**config.mk**
```make
export PLATFORM = sky130hd
export DESIGN_NAME = gray_rx_monitor_flat
export DESIGN_NICKNAME = d
export VERILOG_FILES = /design/src/rtl/gray_rx_monitor_if.sv /design/src/rtl/gray_rx_monitor.sv /design/src/flat_wrapper.sv
export SDC_FILE = /design/constraint.sdc
export NUM_CORES = 1
export LEC_CHECK = 0
export BUFFER_PORTS_ARGS = -buffer_cell sky130_fd_sc_hd__buf_4
export CORE_AREA = 2 2 39 41
export DETAILED_ROUTE_END_ITERATION = 12
export DIE_AREA = 0 0 41 43
export GPL_TIMING_DRIVEN = 1
export SYNTH_ARGS = -nofsm -noshare
export SYNTH_HDL_FRONTEND = slang
export SYNTH_SLANG_ARGS = --single-unit
export TNS_END_PERCENT = 100
```
**constraint.sdc**
```tcl
create_clock -name Clk -period 2.3 [get_ports Clk]
set_input_delay 0.345 -clock Clk [delete_from_list [all_inputs] [get_ports Clk]]
set_output_delay 0.345 -clock Clk [all_outputs]
set_load 0.05 [all_outputs]
```
**src/rtl/gray_rx_monitor_if.sv**
```systemverilog
// Count bus between a gray-code source and gray_rx_monitor: sample strobe, clear, gray input and the status outputs.
// WrapCount is present only when GRAY_WRAPCNT_EN is defined.
interface gray_rx_monitor_if #(
   parameter int WIDTH = 3
);
   logic             En;
   logic             Clear;
   logic [WIDTH-1:0] Gray;
   logic [WIDTH-1:0] Binary;
   logic             Valid;
   logic             Wrap;
   logic             StepErr;
   logic             Fault;
`ifdef GRAY_WRAPCNT_EN
   logic [7:0]       WrapCount;
`endif

   modport master (
      output En, Clear, Gray,
      input  Binary, Valid, Wrap, StepErr, Fault
`ifdef GRAY_WRAPCNT_EN
      , input WrapCount
`endif
   );

   modport slave (
      input  En, Clear, Gray,
      output Binary, Valid, Wrap, StepErr, Fault
`ifdef GRAY_WRAPCNT_EN
      , output WrapCount
`endif
   );
endinterface

```
**src/rtl/gray_rx_monitor.sv**
```systemverilog
// Gray-to-binary sampler that checks each sample steps by 0 or +1, flags illegal steps (sticky Fault) and wraps.
// Latency: one cycle from the En sample edge to Binary/Valid/Wrap/StepErr. Optional GRAY_WRAPCNT_EN adds WrapCount.
// No backpressure: accepts a sample on every En cycle with no bubbles.
module gray_rx_monitor #(
   parameter int WIDTH = 3
) (
   input  logic                 Clk,
   input  logic                 Reset,
   gray_rx_monitor_if.slave     bus
);
   typedef enum logic [1:0] {
      EMPTY  = 2'd0,
      LOCKED = 2'd1,
      FAULT  = 2'd2
   } state_t;

   state_t           state;
   logic [WIDTH-1:0] n_bin;
   logic [WIDTH-1:0] p_inc;
   logic             p_max;

   function automatic logic [WIDTH-1:0] g2b(input logic [WIDTH-1:0] g);
      logic [WIDTH-1:0] b;
      b[WIDTH-1] = g[WIDTH-1];
      for (int i = WIDTH - 2; i >= 0; i--) begin
         b[i] = b[i+1] ^ g[i];
      end
      return b;
   endfunction

   // Binary always holds the reference sample, so it doubles as p.
   assign n_bin = g2b(bus.Gray);
   assign p_inc = bus.Binary + WIDTH'(1);
   assign p_max = &bus.Binary;

   always_ff @(posedge Clk or negedge Reset) begin
      if (!Reset) begin
         state       <= EMPTY;
         bus.Binary  <= '0;
         bus.Valid   <= 1'b0;
         bus.Wrap    <= 1'b0;
         bus.StepErr <= 1'b0;
         bus.Fault   <= 1'b0;
`ifdef GRAY_WRAPCNT_EN
         bus.WrapCount <= 8'd0;
`endif
      end else begin
         bus.Valid   <= 1'b0;
         bus.Wrap    <= 1'b0;
         bus.StepErr <= 1'b0;

         if (bus.En) begin
            bus.Binary <= n_bin;
            bus.Valid  <= 1'b1;
         end

         if (bus.Clear) begin
            // A sample taken alongside Clear becomes the fresh reference.
            bus.Fault <= 1'b0;
            state     <= bus.En ? LOCKED : EMPTY;
`ifdef GRAY_WRAPCNT_EN
            bus.WrapCount <= 8'd0;
`endif
         end else if (bus.En) begin
            case (state)
               EMPTY: state <= LOCKED;
               LOCKED: begin
                  if (n_bin == bus.Binary) begin
                     state <= LOCKED;
                  end else if (n_bin == p_inc) begin
                     if (p_max) begin
                        bus.Wrap <= 1'b1;
`ifdef GRAY_WRAPCNT_EN
                        if (bus.WrapCount != 8'hFF) bus.WrapCount <= bus.WrapCount + 8'd1;
`endif
                     end
                  end else begin
                     bus.StepErr <= 1'b1;
                     bus.Fault   <= 1'b1;
                     state       <= FAULT;
                  end
               end
               FAULT:   state <= FAULT;
               default: state <= EMPTY;
            endcase
         end
      end
   end
endmodule
```
**src/flat_wrapper.sv**
```systemverilog
// flat-port wrapper written by rule: the top's interface ports become plain ports
module gray_rx_monitor_flat 
#(
   parameter int WIDTH = 3
)
  (Clk, Reset, bus_En, bus_Clear, bus_Gray, bus_Binary, bus_Valid, bus_Wrap, bus_StepErr, bus_Fault);
  gray_rx_monitor_if #(.WIDTH(WIDTH)) bus_i ();
  input  logic Clk;
  input  logic Reset;
  input wire logic [$bits(bus_i.En)-1:0] bus_En;
  input wire logic [$bits(bus_i.Clear)-1:0] bus_Clear;
  input wire logic [$bits(bus_i.Gray)-1:0] bus_Gray;
  output wire logic [$bits(bus_i.Binary)-1:0] bus_Binary;
  output wire logic [$bits(bus_i.Valid)-1:0] bus_Valid;
  output wire logic [$bits(bus_i.Wrap)-1:0] bus_Wrap;
  output wire logic [$bits(bus_i.StepErr)-1:0] bus_StepErr;
  output wire logic [$bits(bus_i.Fault)-1:0] bus_Fault;
  assign bus_i.En = bus_En;
  assign bus_i.Clear = bus_Clear;
  assign bus_i.Gray = bus_Gray;
  assign bus_Binary = bus_i.Binary;
  assign bus_Valid = bus_i.Valid;
  assign bus_Wrap = bus_i.Wrap;
  assign bus_StepErr = bus_i.StepErr;
  assign bus_Fault = bus_i.Fault;
  gray_rx_monitor #(.WIDTH(WIDTH)) u_core (.Clk(Clk), .Reset(Reset), .bus(bus_i));
endmodule
```
After elaboration in Yosys (flattened, before gate mapping):

Index checks and enable logic that the tools add are counted.

* flip-flop bits (word level): 9
* output and inout port bits: 7
* logic and storage cells: 45

* add/sub/neg operators: 1
* equality and inequality tests: 7
* muxes and demuxes: 23
* bitwise logic cells: 2
* reduce and logical (&&, ||, !) cells: 6

Operators by type and width (count)
* 1-bit 2-to-1 mux: 18
* 2-bit 2-to-1 mux: 4
* 3-bit == test: 2
* 2-bit one-hot mux with 3 select lines: 1
* 2-bit inequality test (second input constant): 2
* 4-bit by 3-bit inequality test with 1-bit output (second input constant): 1
* 4-bit AND reduction: 1
* 2-bit nonzero test: 2
* 3-bit by 1-bit adder with 3-bit output (second input constant): 1
* 3-bit AND reduction: 1
* 2-bit by 1-bit == test with 1-bit output (second input constant): 1
* 2-bit == test (second input constant): 1
* 2-bit zero test: 1
* 2-bit AND reduction: 1
* 1-bit bitwise XOR: 2

Depth between registers and ports, before layout:

* word-level depth: 8
* depth in mapped cells: 7
* gate-level depth less buffers: 7

Worst setup path after synthesis:

OpenSTA, ideal clock, no wires.

* path kind: register to register
* start: register u_core.bus.Binary[0]
* end: register u_core.state[0]
* data arrival time: 2.045 ns
* data required time: 2.181 ns
* path slack: 0.136 ns
* cell stages (with the launch flop): 8
* cell sequence: dfrtp_1 -> ha_1 -> ha_1 -> and4b_4 -> o21ai_2 -> nand2_1 -> a311o_2 -> o21a_1

* longest elaborated chain between the ends: 5
* elaborated cells between the ends (all ways): 9
* those cells by class: add/sub: 1; eq/ne: 3; mux: 4; reduce/logical: 1

Ends and longest elaborated chain
* start, declared: line gray_rx_monitor_if.sv:28 `output Binary, Valid, Wrap, StepErr, Fault`
* start signal, assigned: line gray_rx_monitor.sv:53 `bus.Binary <= n_bin;`
* parallel branches: the longest is 5 deep, another holds 3-bit by 1-bit adder with 3-bit output
* end signal, assigned: line gray_rx_monitor.sv:60 `state <= bus.En ? LOCKED : EMPTY;`
* end, declared: line gray_rx_monitor.sv:17 `state_t state;`

Parallel ways; which one is timed is not known. The select of a mux whose other input is x is not followed.
A chain may end at the register's enable or synchronous reset.

Worst setup path in the final report:

Same ends and word-level chain as after synthesis.

==> summary.md <==
| Metric | Value |
|---|---|
| Status | `completed` |
| Worst setup SP type | `register` |
| Vert. Die Dim | `approximately 43 microns` |
| Total Power | `roughly 490 uW` |
| Pwr dens | `~760 mW/mm^2` |
| CTS tree | `done` |
| Routed len/inst | `around 12 microns` |
| Number of flops mapped to enable cells by yosys | `0` |
| Fmax | `just under 0.5 GHz` |
| Rows | `14` |
| GRT overflow | `0` |
| Post-Syn Nets | `57` |
| WHS | `roughly 0.27 ns` |
| Antenna Cells | `0` |
| Port buffer count | `13` |
| Die width | `about 40 microns` |
| Crit path max fanout | `4` |
| Final hold violations | `0` |
| Post-CTS setup buffers | `0` |
| Vias | `a little over 400` |
| # clock sinks | `9` |
| Worst Path Buf+Inv | `0` |
| Final ANT Viol Nets | `0` |
| # DRC | `0` |
| Static Leak | `approximately 0.29 nW` |
| Main synth FF type | `dfrtp_1` |
| RSZ-0062 raised after global routing | `no` |
| Root Buffer | `clkbuf_4` |
| Final Wtd Congestion | `0.693` |
| Final instance area | `roughly 650 sq um` |
| Synth Area in Compound Gates | `0.167` |
| #FFs+latches synth | `9` |
| Seq/Total Area, Yosys | `0.436` |
| Yosys warns | `0` |
| Largest net degree at the start of global routing | `11` |
| Post-Synth Simple-Gate Area | `0.179` |
| Die area | `about 0.0018 sq mm` |
| Clk slew on worst S/H paths | `approximately 0.060 ns` |
| Maximum VDD drop | `around 0.32 mV` |
| Final Setup Violations | `0` |
| Number of global-route vias before repair | `about 370` |
| TritonCTS Buffers | `3` |
| Top cells by count, synth | `9 x dfrtp_1, 3 x nand2_1, 3 x nand3_1` |
| Ports | `14` |
| Ys async rst share | `1.00` |
| Starting Density | `0.373` |
| First-pass GRT wire length | `~1500 microns` |
| Layout cells sized above 1 | `0.349` |
| Reg2reg start | `u_core.bus.Binary[0]$_DFFE_PN0P_` |
| Multiplexer share of the synthesized area | `0.0436` |
| Mapped Cells | `48` |
| CP startpoint | `u_core.bus.Binary[0]$_DFFE_PN0P_` |
| Largest delay share family, worst path | `compound AO/OA/AOI/OAI gates` |
| Clk_skew | `approximately 0.0023 ns` |
| Placed cell area | `roughly 610 sq um` |
| Initial drt markers | `2` |
| Period utilization | `0.875` |
| Met2 WL post-DR | `a little over 400 microns` |
| Clk_lat worst skew | `approximately 0.25 ns` |
| Synth-to-Final Area Change | `25.2%` |
| Critical path's slowest cell | `dfrtp_1` |
| Max H-tree Level | `1` |
| Worst reg-to-reg setup slack | `~0.29 ns` |
| Min-Delay Path Class | `in -> reg` |
| Clk buf depth | `2` |
| # nets final | `between 70 and 80` |
| Slew HR | `0.787` |
| Total track usage | `0.137` |
| Most frequent cell after synthesis | `dfrtp_1` |
| Filler instances | `143` |
| Area share of the largest cell type after synthesis | `0.436` |
| Core Box Area | `around 0.0014 sq mm` |
| Min Tclk post-route | `~2.0 ns` |
| Slew @ Worst Pin | `roughly 0.32 ns` |
| Top sig layer | `met4` |
| Max-cap violations | `0` |
| Library cells used by synthesis | `28` |
| Mapped Area | `517 sq um` |
| Critical Path End Type | `register` |
| Via density | `5.18` |
| Mapped Avg Cell Area | `about 11 sq um` |
| Setup TNS | `0 ns` |
| Worst endpoint data arrival time | `2.16 ns` |
| Post-Route M1 WL | `426 microns` |
| Crit path required time | `roughly 2.5 ns` |
| CP peak stage delay | `between 0.4 and 0.5 ns` |
| WS Path Type | `reg -> reg` |
| Area leader, netlist | `dfrtp_1` |
| Hold_sp | `bus_En` |
| Met3 Routed Length | `61 microns` |
| Xor/xnor cell area share of the yosys netlist | `0.0654` |
| Initial DRT Pass Iterations | `2` |
| Max-slew violations | `0` |
| Largest family of logic cells by synthesized area | `simple AND/OR/NAND/NOR gates` |
| Fin worst setup slack | `about 0.29 ns` |
| WL final | `about 910 microns` |
| CP Cell Sequence | `ha_1, ha_1, and4b_4, o21ai_2, nand2_1, a311o_2, o21a_1` |
| Post-placement setup slack | `around 0.28 ns` |
| Synth Area in Adders | `0.0484` |
| Initial antenna violation count | `0` |
| CP dominant cell by count | `ha_1` |
| Synth top area cells | `dfrtp_1 44%, ha_1 4.8%, mux2_2 4.4%` |
worst register-to-register path: cells and delay by family, from the launching register on:
family,cells,cell delay [ns]
and+or+nand+nor,2,0.26
AOI/OAI and AO/OA,3,0.66
DFF,1,0.44
adders and majority gates,2,0.55
power by group:
part           switching [mW]  internal (mW)  total [mW]
clock network          0.0511         0.0666       0.118
registers              0.0183          0.177       0.195
logic                   0.106         0.0698       0.176
total                   0.175          0.314       0.489
registers in the layout, summed over array words and instances (netlist names):
signal              count
u_core.bus.Fault        1
u_core.bus.Wrap         1
u_core.bus.Valid        1
u_core.bus.Binary       3
u_core.bus.StepErr      1
u_core.state            2
cell type report:
cell class / instances / area (sq um) / area share
clock buffer: 4 / 26.3 / 0.0406
sequential: 9 / 225 / 0.348
timing repair buffer: 14 / 108 / 0.166
multi-input combinational: 34 / 260 / 0.402
inverter: 2 / 7.51 / 0.0116
tap: 16 / 20.0 / 0.0309
worst paths after layout:
path,endpoint,cells past startpoint
setup / recovery,u_core.state[0]$_DFFE_PN0P_,7
min in group asynchronous,u_core.bus.Binary[2]$_DFFE_PN0P_,2
hold / removal,u_core.bus.Valid$_DFF_PN0_,1
max in group asynchronous,u_core.state[1]$_DFFE_PN0P_,2
setup reg to reg,u_core.state[0]$_DFFE_PN0P_,7
hold reg to reg,u_core.bus.Fault$_DFFE_PN0P_,1
cell usage in the layout (no fill, tap or decap), drive strengths merged:
cell and n:
mux2 2, nand2 3, nand4bb 1, a21o 1, clkbuf 4, a211oi 2
o21ai 2, o21a 1, buf 13, nand3 3, xnor2 2, or3 2
a21oi 2, nor4 1, o22ai 1, nor2 2, a31oi 1, and4b 1
nand4b 1, ha 2, inv 2, dfrtp 9, o2bb2ai 1, nand2b 1
a311o 1, xor2 1, dlygate4sd3 1
per-layer routing:
layer  global-route usage  vias up
met1                0.156      189
met2                0.191       11
li1                     -      207
met5                    0        -
met3               0.0785        2
met4               0.0800        0
logic make-up (layout without fill, tap and decap cells):
logic type	after synthesis	after routing
AND/OR/NAND/NOR	15	15
multiplexers	2	2
AO/OA/AOI/OAI	12	12
flip-flops	9	9
buffers and inverters	5	20
XOR/XNOR	3	3
adder cells (fa/ha/maj)	2	2
stage by stage:
stage	util	cells
6_report	0.467	79
5_1_grt	0.467	79
4_1_cts	0.467	79
3_5_place_dp	0.441	74
3_3_place_gp	0.441	74
2_1_floorplan	-	48
repair_timing:
item                                    in CTS  in global routing
endpoints found under the setup margin       0                  0
hold buffers                                 1                  0
resized for setup                            0                  0
endpoints found under the hold margin        9                  0
Power figures use the tool's default switching activity.
